`config.mk`:
```
export PLATFORM = sky130hd
export DESIGN_NAME = drive_mode_arbiter_flat
export DESIGN_NICKNAME = d
export VERILOG_FILES = /design/src/rtl/drive_mode_arbiter_if.sv /design/src/rtl/drive_mode_arbiter.sv /design/src/flat_wrapper.sv
export SDC_FILE = /design/constraint.sdc
export NUM_CORES = 1
export LEC_CHECK = 0
export BUFFER_PORTS_ARGS = -buffer_cell sky130_fd_sc_hd__buf_4
export CELL_PAD_IN_SITES_DETAIL_PLACEMENT = 0
export CELL_PAD_IN_SITES_GLOBAL_PLACEMENT = 1
export CORE_MARGIN = 2
export CORE_UTILIZATION = 50
export CTS_CLUSTER_DIAMETER = 80
export DETAILED_ROUTE_END_ITERATION = 7
export HOLD_SLACK_MARGIN = 0.06
export PLACE_DENSITY = 0.86
export SLEW_MARGIN = 20
export SYNTH_ARGS = -nofsm -noshare
export SYNTH_HDL_FRONTEND = slang
export SYNTH_SLANG_ARGS = --single-unit
export TNS_END_PERCENT = 10
```
`constraint.sdc`:
```
create_clock -name clock -period 5.2 [get_ports clock]
set_clock_uncertainty 0.15 [all_clocks]
set_input_delay 0.52 -clock clock [delete_from_list [all_inputs] [get_ports clock]]
set_output_delay 0.52 -clock clock [all_outputs]
set_load 0.01 [all_outputs]
```
`src/rtl/drive_mode_arbiter_if.sv`:
```
// Interface bundling the requester inputs and the motor/servo outputs of
// drive_mode_arbiter. The master side is the upstream switch/beacon logic
// (and the testbench). The slave side is the arbiter itself.
interface drive_mode_arbiter_if;
    // Requests from switches, frequency detectors and comparators
    logic       manual_en;
    logic       track_en;
    logic [3:0] manual_dir;
    logic [2:0] manual_speed;
    logic [1:0] forward_signal;
    logic [1:0] left_signal;
    logic [1:0] right_signal;
    logic       fire_btn;
    logic       compA;
    logic       compB;
    // Commands to motor driver, PWM and servo controller
    logic [3:0] direction;
    logic [2:0] speed;
    logic       aiming;
    logic       fire_cmd;
    logic       fault;
    logic [2:0] mode;

    modport master (
        output manual_en, track_en, manual_dir, manual_speed,
               forward_signal, left_signal, right_signal,
               fire_btn, compA, compB,
        input  direction, speed, aiming, fire_cmd, fault, mode
    );

    modport slave (
        input  manual_en, track_en, manual_dir, manual_speed,
               forward_signal, left_signal, right_signal,
               fire_btn, compA, compB,
        output direction, speed, aiming, fire_cmd, fault, mode
    );
endinterface

```
`src/rtl/drive_mode_arbiter.sv`:
```
// drive_mode_arbiter: owns the single motor-driver/servo path and hands it
// to manual drive, beacon tracking or the aim/fire sequence. Overcurrent on
// compA/compB forces a timed FAULT stop that overrides every requester.
// Optional feature: define DRIVE_SOFT_START_EN to ramp the speed output one
// code per RAMP_CYCLES (direction reversals ramp through zero first).
// Without it, speed follows its target one cycle after the request.
module drive_mode_arbiter #(
    parameter int         OC_CYCLES   = 1000,
    parameter int         FAULT_HOLD  = 50_000_000,
    parameter int         AIM_CYCLES  = 100_000_000,
    parameter int         FIRE_CYCLES = 50_000_000,
    parameter int         LOST_CYCLES = 25_000_000,
    parameter logic [2:0] TRACK_SPEED = 3'd5,
    parameter int         RAMP_CYCLES = 1_000_000
) (
    input logic                 clock,
    input logic                 reset,
    drive_mode_arbiter_if.slave bus
);

    typedef enum logic [2:0] {
        S_IDLE   = 3'd0,
        S_MANUAL = 3'd1,
        S_TRACK  = 3'd2,
        S_AIM    = 3'd3,
        S_FIRE   = 3'd4,
        S_FAULT  = 3'd5
    } state_t;

    localparam logic [3:0] DIR_STOP  = 4'b0000;
    localparam logic [3:0] DIR_FWD   = 4'b1010;
    localparam logic [3:0] DIR_REV   = 4'b0101;
    localparam logic [3:0] DIR_LEFT  = 4'b1001;
    localparam logic [3:0] DIR_RIGHT = 4'b0110;

    // One phase timer serves AIM, FIRE and FAULT, so it is sized for the longest.
    localparam int TMR_MAX =
        (AIM_CYCLES > FIRE_CYCLES)
            ? ((AIM_CYCLES  > FAULT_HOLD) ? AIM_CYCLES  : FAULT_HOLD)
            : ((FIRE_CYCLES > FAULT_HOLD) ? FIRE_CYCLES : FAULT_HOLD);
    localparam int TMR_W  = $clog2(TMR_MAX + 1);
    localparam int OC_W   = $clog2(OC_CYCLES + 1);
    localparam int LOST_W = $clog2(LOST_CYCLES + 1);

    state_t              state, state_nx;
    logic [TMR_W-1:0]    tmr;
    logic [OC_W-1:0]     oc_cnt;
    logic [LOST_W-1:0]   lost_cnt;
    logic                fire_s1, fire_s2, fire_s3;
    logic                fire_rise;
    logic                oc_in, oc_hit;
    logic                beacon, lost_hit;
    logic [3:0]          dir_tgt;
    logic [2:0]          spd_tgt;
    logic                aiming_nx, fire_nx, fault_nx;
    logic [3:0]          dir_q;
    logic [2:0]          spd_q;
    logic                aiming_q, fire_q, fault_q;

    // Unlisted manual direction codes are unsafe for the H-bridge: map to STOP.
    function automatic logic [3:0] decode_dir(input logic [3:0] code);
        case (code)
            DIR_FWD, DIR_REV, DIR_LEFT, DIR_RIGHT: return code;
            default:                               return DIR_STOP;
        endcase
    endfunction

    assign oc_in     = bus.compA | bus.compB;
    assign oc_hit    = oc_in && (oc_cnt >= OC_W'(OC_CYCLES - 1));
    assign fire_rise = fire_s2 & ~fire_s3;
    assign beacon    = (bus.forward_signal != 2'b00) || (bus.left_signal != 2'b00)
                    || (bus.right_signal != 2'b00);
    assign lost_hit  = (lost_cnt >= LOST_W'(LOST_CYCLES - 1));

    // Two-flop synchroniser for the button, plus a delayed copy for edge detect.
    // NOTE: sequential state uses non-blocking assignments so every flop samples
    // pre-edge values; blocking here would collapse the synchroniser chain.
    always_ff @(posedge clock or negedge reset) begin
        if (!reset) begin
            fire_s1 <= 1'b0;
            fire_s2 <= 1'b0;
            fire_s3 <= 1'b0;
        end else begin
            fire_s1 <= bus.fire_btn;
            fire_s2 <= fire_s1;
            fire_s3 <= fire_s2;
        end
    end

    // State register.
    always_ff @(posedge clock or negedge reset) begin
        if (!reset) state <= S_IDLE;
        else        state <= state_nx;
    end

    // Next-state selection; overcurrent entry is applied last so it wins.
    // NOTE: every combinational output gets a default first, so no path can
    // leave a value unassigned and infer a latch.
    always_comb begin
        state_nx = state;
        case (state)
            S_IDLE: begin
                if (bus.manual_en)     state_nx = S_MANUAL;
                else if (bus.track_en) state_nx = S_TRACK;
            end
            S_MANUAL: begin
                if (!bus.manual_en) state_nx = S_IDLE;
            end
            S_TRACK: begin
                if (bus.manual_en)                                  state_nx = S_MANUAL;
                else if (!bus.track_en)                             state_nx = S_IDLE;
                else if (fire_rise && bus.forward_signal != 2'b00) state_nx = S_AIM;
            end
            S_AIM: begin
                if (tmr >= TMR_W'(AIM_CYCLES - 1)) state_nx = S_FIRE;
            end
            S_FIRE: begin
                if (tmr >= TMR_W'(FIRE_CYCLES - 1)) state_nx = S_TRACK;
            end
            S_FAULT: begin
                if (!oc_in && tmr >= TMR_W'(FAULT_HOLD - 1)) state_nx = S_IDLE;
            end
            default: state_nx = S_IDLE;
        endcase
        if (oc_hit) state_nx = S_FAULT;
    end

    // Output targets for the state being entered, so outputs are one cycle behind inputs.
    always_comb begin
        dir_tgt   = DIR_STOP;
        spd_tgt   = 3'd0;
        aiming_nx = 1'b0;
        fire_nx   = 1'b0;
        fault_nx  = 1'b0;
        case (state_nx)
            S_MANUAL: begin
                dir_tgt = decode_dir(bus.manual_dir);
                spd_tgt = bus.manual_speed;
            end
            S_TRACK: begin
                spd_tgt = TRACK_SPEED;
                if (bus.forward_signal != 2'b00)    dir_tgt = DIR_FWD;
                else if (bus.left_signal != 2'b00)  dir_tgt = DIR_LEFT;
                else if (bus.right_signal != 2'b00) dir_tgt = DIR_RIGHT;
                else if (lost_hit)                  dir_tgt = DIR_RIGHT;
                else                                dir_tgt = dir_q;
            end
            S_AIM:   aiming_nx = 1'b1;
            S_FIRE: begin
                aiming_nx = 1'b1;
                fire_nx   = 1'b1;
            end
            S_FAULT: fault_nx = 1'b1;
            default: ;
        endcase
    end

    // Phase timer: restarts on every state change and while FAULT still sees overcurrent.
    always_ff @(posedge clock or negedge reset) begin
        if (!reset) begin
            tmr <= '0;
        end else if (state_nx != state) begin
            tmr <= '0;
        end else if (state == S_FAULT && oc_in) begin
            tmr <= '0;
        end else if (state == S_AIM || state == S_FIRE || state == S_FAULT) begin
            tmr <= (tmr == TMR_W'(TMR_MAX)) ? tmr : tmr + 1'b1;
        end else begin
            tmr <= '0;
        end
    end

    // Overcurrent run-length and beacon-lost counters, both saturating.
    always_ff @(posedge clock or negedge reset) begin
        if (!reset) begin
            oc_cnt   <= '0;
            lost_cnt <= '0;
        end else begin
            if (!oc_in)                            oc_cnt <= '0;
            else if (oc_cnt != OC_W'(OC_CYCLES))   oc_cnt <= oc_cnt + 1'b1;

            if (state != S_TRACK || state_nx != S_TRACK || beacon)
                lost_cnt <= '0;
            else if (lost_cnt != LOST_W'(LOST_CYCLES))
                lost_cnt <= lost_cnt + 1'b1;
        end
    end

    // Registered mode flags.
    always_ff @(posedge clock or negedge reset) begin
        if (!reset) begin
            aiming_q <= 1'b0;
            fire_q   <= 1'b0;
            fault_q  <= 1'b0;
        end else begin
            aiming_q <= aiming_nx;
            fire_q   <= fire_nx;
            fault_q  <= fault_nx;
        end
    end

`ifdef DRIVE_SOFT_START_EN
    localparam int RAMP_W = $clog2(RAMP_CYCLES + 1);

    logic [RAMP_W-1:0] ramp_cnt;
    logic              dir_ok;
    logic [2:0]        step_tgt;

    // A new direction is only applied once the motor has ramped down to zero.
    always_comb begin
        dir_ok   = (dir_q == dir_tgt) || (spd_q == 3'd0);
        step_tgt = dir_ok ? spd_tgt : 3'd0;
    end

    // Speed ramp: one code per RAMP_CYCLES; a STOP target cuts speed at once.
    always_ff @(posedge clock or negedge reset) begin
        if (!reset) begin
            dir_q    <= DIR_STOP;
            spd_q    <= 3'd0;
            ramp_cnt <= '0;
        end else if (dir_tgt == DIR_STOP) begin
            dir_q    <= DIR_STOP;
            spd_q    <= 3'd0;
            ramp_cnt <= '0;
        end else begin
            if (dir_ok) dir_q <= dir_tgt;
            if (spd_q == step_tgt) begin
                ramp_cnt <= '0;
            end else if (ramp_cnt >= RAMP_W'(RAMP_CYCLES - 1)) begin
                ramp_cnt <= '0;
                spd_q    <= (spd_q > step_tgt) ? spd_q - 3'd1 : spd_q + 3'd1;
            end else begin
                ramp_cnt <= ramp_cnt + 1'b1;
            end
        end
    end
`else
    // Direction and speed follow their targets with one cycle of latency.
    always_ff @(posedge clock or negedge reset) begin
        if (!reset) begin
            dir_q <= DIR_STOP;
            spd_q <= 3'd0;
        end else begin
            dir_q <= dir_tgt;
            spd_q <= spd_tgt;
        end
    end
`endif

    assign bus.direction = dir_q;
    assign bus.speed     = spd_q;
    assign bus.aiming    = aiming_q;
    assign bus.fire_cmd  = fire_q;
    assign bus.fault     = fault_q;
    assign bus.mode      = state;

endmodule
```
`src/flat_wrapper.sv`:
```
// flat-port wrapper written by rule: the top's interface ports become plain ports
module drive_mode_arbiter_flat 
#(
    parameter int         OC_CYCLES   = 1000,
    parameter int         FAULT_HOLD  = 50_000_000,
    parameter int         AIM_CYCLES  = 100_000_000,
    parameter int         FIRE_CYCLES = 50_000_000,
    parameter int         LOST_CYCLES = 25_000_000,
    parameter logic [2:0] TRACK_SPEED = 3'd5,
    parameter int         RAMP_CYCLES = 1_000_000
)
  (clock, reset, bus_manual_en, bus_track_en, bus_manual_dir, bus_manual_speed, bus_forward_signal, bus_left_signal, bus_right_signal, bus_fire_btn, bus_compA, bus_compB, bus_direction, bus_speed, bus_aiming, bus_fire_cmd, bus_fault, bus_mode);
  drive_mode_arbiter_if bus_i ();
  input logic clock;
  input logic reset;
  input wire logic [$bits(bus_i.manual_en)-1:0] bus_manual_en;
  input wire logic [$bits(bus_i.track_en)-1:0] bus_track_en;
  input wire logic [$bits(bus_i.manual_dir)-1:0] bus_manual_dir;
  input wire logic [$bits(bus_i.manual_speed)-1:0] bus_manual_speed;
  input wire logic [$bits(bus_i.forward_signal)-1:0] bus_forward_signal;
  input wire logic [$bits(bus_i.left_signal)-1:0] bus_left_signal;
  input wire logic [$bits(bus_i.right_signal)-1:0] bus_right_signal;
  input wire logic [$bits(bus_i.fire_btn)-1:0] bus_fire_btn;
  input wire logic [$bits(bus_i.compA)-1:0] bus_compA;
  input wire logic [$bits(bus_i.compB)-1:0] bus_compB;
  output wire logic [$bits(bus_i.direction)-1:0] bus_direction;
  output wire logic [$bits(bus_i.speed)-1:0] bus_speed;
  output wire logic [$bits(bus_i.aiming)-1:0] bus_aiming;
  output wire logic [$bits(bus_i.fire_cmd)-1:0] bus_fire_cmd;
  output wire logic [$bits(bus_i.fault)-1:0] bus_fault;
  output wire logic [$bits(bus_i.mode)-1:0] bus_mode;
  assign bus_i.manual_en = bus_manual_en;
  assign bus_i.track_en = bus_track_en;
  assign bus_i.manual_dir = bus_manual_dir;
  assign bus_i.manual_speed = bus_manual_speed;
  assign bus_i.forward_signal = bus_forward_signal;
  assign bus_i.left_signal = bus_left_signal;
  assign bus_i.right_signal = bus_right_signal;
  assign bus_i.fire_btn = bus_fire_btn;
  assign bus_i.compA = bus_compA;
  assign bus_i.compB = bus_compB;
  assign bus_direction = bus_i.direction;
  assign bus_speed = bus_i.speed;
  assign bus_aiming = bus_i.aiming;
  assign bus_fire_cmd = bus_i.fire_cmd;
  assign bus_fault = bus_i.fault;
  assign bus_mode = bus_i.mode;
  drive_mode_arbiter #(.OC_CYCLES(OC_CYCLES), .FAULT_HOLD(FAULT_HOLD), .AIM_CYCLES(AIM_CYCLES), .FIRE_CYCLES(FIRE_CYCLES), .LOST_CYCLES(LOST_CYCLES), .TRACK_SPEED(TRACK_SPEED), .RAMP_CYCLES(RAMP_CYCLES)) u_core (.clock(clock), .reset(reset), .bus(bus_i));
endmodule
```
Word level (Yosys, flattened, before mapping)
Cells that the tools add are included.
- flip-flop bits (word level): 78
- latch bits: 0
- RAM bits: 0
- bits in read-only memories: 0
- word-level logic and storage cells: 92
- memories kept: 0
- add/subtract/negate cells: 3
- multipliers: 0
- divide/modulo/power cells: 0
- order comparisons: 4
- equality and inequality tests: 23
- shifts and indexed selects: 0
- mux-type cells: 29
- bitwise logic cells: 3
- reductions and logical operators: 18
- operators with widths (operator ; count):
    27-bit 2-to-1 mux ; 4
    25-bit 2-to-1 mux ; 2
    3-bit 2-to-1 mux ; 10
    27-bit by 1-bit adder with 27-bit output (second input constant) ; 1
    27-bit equality test (second input constant) ; 1
    27-bit by 26-bit greater-or-equal comparator with 1-bit output (second input constant) ; 1
    27-bit greater-or-equal comparator (second input constant) ; 1
    25-bit by 1-bit adder with 25-bit output (second input constant) ; 1
    25-bit greater-or-equal comparator (second input constant) ; 1
    25-bit inequality test (second input constant) ; 1
    10-bit 2-to-1 mux ; 2
    4-bit 2-to-1 mux ; 5
    3-bit one-hot mux with 6 select lines ; 1
    3-bit by 2-bit equality test with 1-bit output (second input constant) ; 4
    3-bit equality test (second input constant) ; 4
    10-bit by 1-bit adder with 10-bit output (second input constant) ; 1
    10-bit greater-or-equal comparator (second input constant) ; 1
    10-bit inequality test (second input constant) ; 1
    4-bit by 3-bit equality test with 1-bit output (second input constant) ; 2
    4-bit equality test (second input constant) ; 2
    4-bit one-hot mux with 2 select lines ; 1
    2-bit nonzero test ; 4
    3-bit by 1-bit equality test with 1-bit output (second input constant) ; 2
    1-bit logical OR ; 6
    other kinds (15) ; 21

Longest topological paths before layout
- depth in word-level cells: 12
- gate-level depth with buffers: 11
- mapped depth without buffers: 9

Worst setup path after synthesis
OpenSTA, ideal clock, no wires.
- kind: flip-flop to flip-flop
- start: register u_core.tmr[0]
- end: register u_core.tmr[18]
- setup time: 0.119 ns
- arrival time: 2.125 ns
- required time: 4.931 ns
- setup slack: 2.806 ns
- stages on the path, launching flop included: 10
- buffers on the path: 1
- period minus slack after synthesis: 2.394 ns
- path through: dfrtp_1 -> ha_1 -> nand3_1 -> a21oi_1 -> o311ai_1 -> a21oi_2 -> and3_1 -> o211ai_2 -> buf_6 -> nor2_2
- word-level cells in the longest chain between the ends: 7
- elaborated cells between the ends (all ways): 16
- ends and longest elaborated chain (item ; line ; RTL):
    from (decl) ; drive_mode_arbiter.sv:46 ; logic [TMR_W-1:0] tmr;
    from (signal assigned) ; drive_mode_arbiter.sv:167 ; tmr <= (tmr == TMR_W'(TMR_MAX)) ? tmr : tmr + 1'b1;
    27-bit by 26-bit greater-or-equal comparator with 1-bit output ; drive_mode_arbiter.sv:118, drive_mode_arbiter.sv:121 ;
    1-bit logical AND ; drive_mode_arbiter.sv:121 ; if (!oc_in && tmr >= TMR_W'(FAULT_HOLD - 1)) state_nx = S_IDLE;
    3-bit 2-to-1 mux ; drive_mode_arbiter.sv:121 ;
    3-bit one-hot mux with 6 select lines ; drive_mode_arbiter.sv:101 ; case (state)
    3-bit 2-to-1 mux ; drive_mode_arbiter.sv:125 ; if (oc_hit) state_nx = S_FAULT;
    3-bit inequality test ; drive_mode_arbiter.sv:162 ; end else if (state_nx != state) begin
    4-bit by 2-bit inequality test with 1-bit output (no source line) / 27-bit 2-to-1 mux (equally long branches) ; -- ;
Several ways; a longest one is shown, not always the timed one. The select of a mux whose other input is x is not followed.
A chain may end at the register's enable or synchronous reset.

Final worst setup path
- start: register u_core.tmr[0]
- end: register u_core.tmr[10]
Same word-level chain as after synthesis.

==> impl_results.rst <==
.. list-table::
   :header-rows: 1

   * - Metric
     - Value
   * - Final routed wire length divided by cell count
     - 14.6 µm
   * - Slew HR
     - 35.0%
   * - Count of mapped cells out of synthesis
     - 460
   * - Core area
     - between 8000 and 9000 µm²
   * - Clk root buf
     - sky130_fd_sc_hd__clkbuf_8
   * - Largest area contributor in the synthesized netlist
     - sky130_fd_sc_hd__dfrtp_1
   * - Class of the tightest hold or removal check
     - in2reg
   * - Sequential-to-total area share from yosys stat
     - between 40 and 50%
   * - Critical path endpoint
     - u_core.tmr[10]
   * - Synth Warn #
     - 0
   * - Metal-1 WL
     - roughly 4300 µm
   * - Synth top area cells
     - sky130_fd_sc_hd__dfrtp_1, sky130_fd_sc_hd__nor2_1, sky130_fd_sc_hd__xor2_1
   * - Final Total Pwr
     - between 1 and 1.5 mW
   * - Number of antenna diodes
     - 0
   * - Unique masters post-synth
     - 58
   * - Synth-to-Final Area Change
     - 12.0%
   * - Combined global-route utilization of all metal layers
     - roughly a fifth
   * - Core Rows
     - 33
   * - Fraction of synthesized cell area taken by the top area cell type
     - 45.7%
   * - Slew Viols, Final
     - 0
   * - Final hold slack
     - around 0.12 ns
   * - Logic depth of the worst register-to-register path
     - 9
   * - Maximum number of buffers from clock root to sink
     - 2
   * - Top Layer Used
     - met4
   * - Kind of start point of the critical path
     - register
   * - Unrepaired setup endpoints after global routing
     - false
   * - Slowest library cell on the worst path
     - sky130_fd_sc_hd__o311ai_1
   * - Register-to-register setup slack
     - around 2.3 ns
   * - Number of sinks handled by clock tree synthesis
     - 78
   * - Via count of the routed design
     - 3311
   * - Number of hold-repair buffers added at the cts stage
     - 0
   * - DIE WIDTH
     - 96.4 µm
   * - Number of vias per cell
     - 5.53
   * - Critical path origin
     - u_core.tmr[0]
   * - Stage delay of the slowest cell on the critical path
     - ~0.54 ns
   * - Number of enable-type register cells in the synthesized netlist
     - 0
   * - Routed wire length on met3
     - roughly 430 µm
   * - Setup total negative slack
     - 0 ns
   * - Yosys reg bits
     - a little under 80
   * - Netlist Area Pre-Place
     - roughly 4300 µm²
   * - Placer Congestion
     - 0.844
   * - Post-synthesis average cell area
     - 9.28 µm²
   * - Final clock period utilization by the worst path
     - 56.2%
   * - Share of flip-flops with an asynchronous set or reset
     - 100%
   * - Share of post-route cells with drive strength above 1
     - roughly 14%
   * - Maximum number of pins on one net before global-route repair
     - slightly below 80
   * - Setup CP Type
     - reg2reg
   * - Data arrival time of the critical path
     - roughly 3.0 ns
   * - Cell-by-cell trace of the critical path
     - ha_1 > nand3_1 > a21oi_1 > o311ai_1 > a21oi_2 > and3_1 > o211ai_2 > buf_4 > nor2_1
   * - CP required
     - roughly 5.3 ns
   * - Max Fanout on Critical Path
     - 25
   * - Congestion Overflow GR
     - 0
   * - Maximum vdd ir drop
     - 144 µV
   * - Post-cts sizing count
     - 0
   * - Clock tree from TritonCTS
     - done
   * - Number of hold-slack violations in the final timing report
     - 0
   * - Shortest clock period the worst path allows after layout
     - about 2.9 ns
   * - Number of violations of the max-capacitance limit
     - 0
   * - Instance count on the critical path
     - 9
   * - Buf/Inv on CP
     - 1
   * - Top delay family on crit path
     - compound AO/OA/AOI/OAI gates
   * - Number of buffers inserted by post-CTS setup repair
     - 0
   * - Height of the chip
     - between 90 and 100 µm
   * - Final net count
     - just over 500
   * - FF-to-FF End
     - u_core.tmr[10]
   * - Status
     - finished clean
   * - Category of the worst setup path capture point
     - register
   * - Clock Pin Slew Worst Setup and Hold Paths
     - 0.08 ns
   * - Antenna violation net count after detailed routing
     - 0
   * - DRC violation total after the first TritonRoute iteration
     - 91
   * - Slew of the pin with the lowest slew margin
     - between 0.9 and 1 ns
   * - Number of I/O port buffers
     - 32
   * - Fin util
     - about 58%
   * - Finish-stage setup viols
     - 0
   * - DR WL met2
     - 3970 µm
   * - Total iterations of the first detailed-routing run
     - 4
   * - R2r startpoint
     - u_core.tmr[0]
   * - Post-synth top flop
     - sky130_fd_sc_hd__dfrtp_1
   * - Vias in the first global route
     - roughly 3200
   * - Post-synthesis net count
     - 486
   * - Global-route wire length before repair
     - 15100 µm
   * - Highest achievable clock rate
     - 0.342 GHz
   * - Post-DP HPWL
     - 6290 µm
   * - Overall die area
     - approximately 9300 µm²
   * - Initial Util
     - 51.7%
   * - TritonCTS buffer count
     - 9
   * - Antenna violations before repair
     - 0
   * - PwrDens
     - ~250 nW/µm²
   * - Latest clock arrival within the worst-skew pair
     - roughly 0.35 ns
   * - Top Ports
     - 33
   * - DRC violations left
     - 0
   * - Lkg Pwr
     - between 2 and 2.5 nW
   * - Detailed-route wire length
     - around 8700 µm
   * - H-Tree Level Count
     - 3
-- sequential cells by signal, indices dropped and copies added (netlist names) --
register,cells
u_core.fire_s2,1
u_core.bus.direction,4
u_core.bus.fire_cmd,1
u_core.lost_cnt,25
u_core.fire_s1,1
u_core.bus.fault,1
u_core.bus.aiming,1
u_core.fire_s3,1
u_core.bus.speed,3
u_core.bus.mode,3
u_core.tmr,27
u_core.oc_cnt,10
-- layout make-up --
type                            count  area, µm²
Clock buffer                        9        124
Timing Repair Buffer               33        248
Sequential cell                    78       1950
Fill cell                         770       3480
Multi-Input combinational cell    351       2170
Inverter                           17       63.8
Clock inverter                      6       87.6
Tap cell                          105        131
-- per-layer routing --
layer,vias up,track usage (%)
met4,0,4.93
met3,5,6.67
li1,1657,-
met5,-,0
met2,55,32.2
met1,1594,29.0
-- through the flow --
step / cell area [µm²] / setup slack [ns] / cells
2_1_floorplan: 4270 / 2.81 / 460
3_3_place_gp: 4570 / 2.33 / 584
3_5_place_dp: 4570 / 2.27 / 584
4_1_cts: 4780 / 2.30 / 599
5_1_grt: 4780 / 2.04 / 599
6_report: 4780 / 2.28 / 599
-- synthesized netlist by cell type (all sizes together), types with 2 or more instances --
| cell | n |
|---|---|
| a211oi | 6 |
| xnor2 | 27 |
| clkbuf | 4 |
| nor4b | 2 |
| or2 | 4 |
| a21o | 2 |
| xor2 | 29 |
| nor2 | 87 |
| inv | 17 |
| a21oi | 17 |
| or3 | 4 |
| and4 | 6 |
| nand4 | 15 |
| o32ai | 2 |
| a31oi | 2 |
| nor3 | 12 |
| nand3b | 4 |
| and3 | 12 |
| and4b | 2 |
| and2 | 3 |
| buf | 10 |
| nand3 | 28 |
| or4b | 2 |
| o21a | 2 |
| nand2b | 4 |
| nand4b | 2 |
| dfrtp | 78 |
| o211ai | 2 |
| o21ai | 7 |
| o31ai | 2 |
| nand2 | 35 |
| nand4bb | 2 |
| nor2b | 4 |
| ha | 6 |
| nor4 | 5 |
-- power by group --
part           internal (mW)  switching (mW)  leakage [nW]
sequential             0.619          0.0163          1.06
clock                  0.268           0.223         0.109
combinational         0.0336          0.0423         0.838
-- how the worst min path moves through the flow --
stage                   startpoint           endpoint  slack (ns)  cells past startpoint
CTS                   bus_fire_btn     u_core.fire_s1        0.11                      1
global placement    u_core.fire_s2     u_core.fire_s3        0.21                      0
detailed placement  u_core.fire_s1     u_core.fire_s2        0.21                      0
global route          bus_fire_btn     u_core.fire_s1        0.09                      1
finish                bus_fire_btn     u_core.fire_s1        0.12                      1
floorplan                    reset  u_core.bus.aiming        0.07                      0
-- placed cells by master, fill, tap and decap left out, types with 3 or more instances in the layout --
master                     netlist  final
sky130_fd_sc_hd__dfrtp_1        78     78
sky130_fd_sc_hd__nor2_1         74     74
sky130_fd_sc_hd__nand2_1        35     35
sky130_fd_sc_hd__buf_4           1     33
sky130_fd_sc_hd__xor2_1         29     29
sky130_fd_sc_hd__nand3_1        28     28
sky130_fd_sc_hd__xnor2_1        27     27
sky130_fd_sc_hd__inv_1          17     17
sky130_fd_sc_hd__a21oi_1        16     16
sky130_fd_sc_hd__nand4_1        14     14
sky130_fd_sc_hd__nor2_2         13     13
sky130_fd_sc_hd__nor3_1         12     12
sky130_fd_sc_hd__and3_1         12     12
sky130_fd_sc_hd__clkbuf_8        0      9
sky130_fd_sc_hd__o21ai_0         7      7
sky130_fd_sc_hd__and4_1          6      6
sky130_fd_sc_hd__a211oi_1        6      6
sky130_fd_sc_hd__ha_1            6      6
sky130_fd_sc_hd__nand2b_1        4      4
sky130_fd_sc_hd__nor4_1          4      4
sky130_fd_sc_hd__nand3b_1        4      4
sky130_fd_sc_hd__nor2b_1         4      4
sky130_fd_sc_hd__or3_1           4      4
sky130_fd_sc_hd__or2_2           3      3
sky130_fd_sc_hd__and2_1          3      3
-- cells by family after synthesis --
| kind of cell | Yosys count | synth area share [%] |
|---|---|---|
| fa+ha+maj | 6 | 1.76 |
| xor+xnor | 56 | 11.5 |
| flops | 78 | 45.7 |
| simple gates | 233 | 28.4 |
| mux | 1 | 0.264 |
| buf+inv | 31 | 3.37 |
| compound gates | 55 | 8.97 |
(Power assumes the default switching activity.)
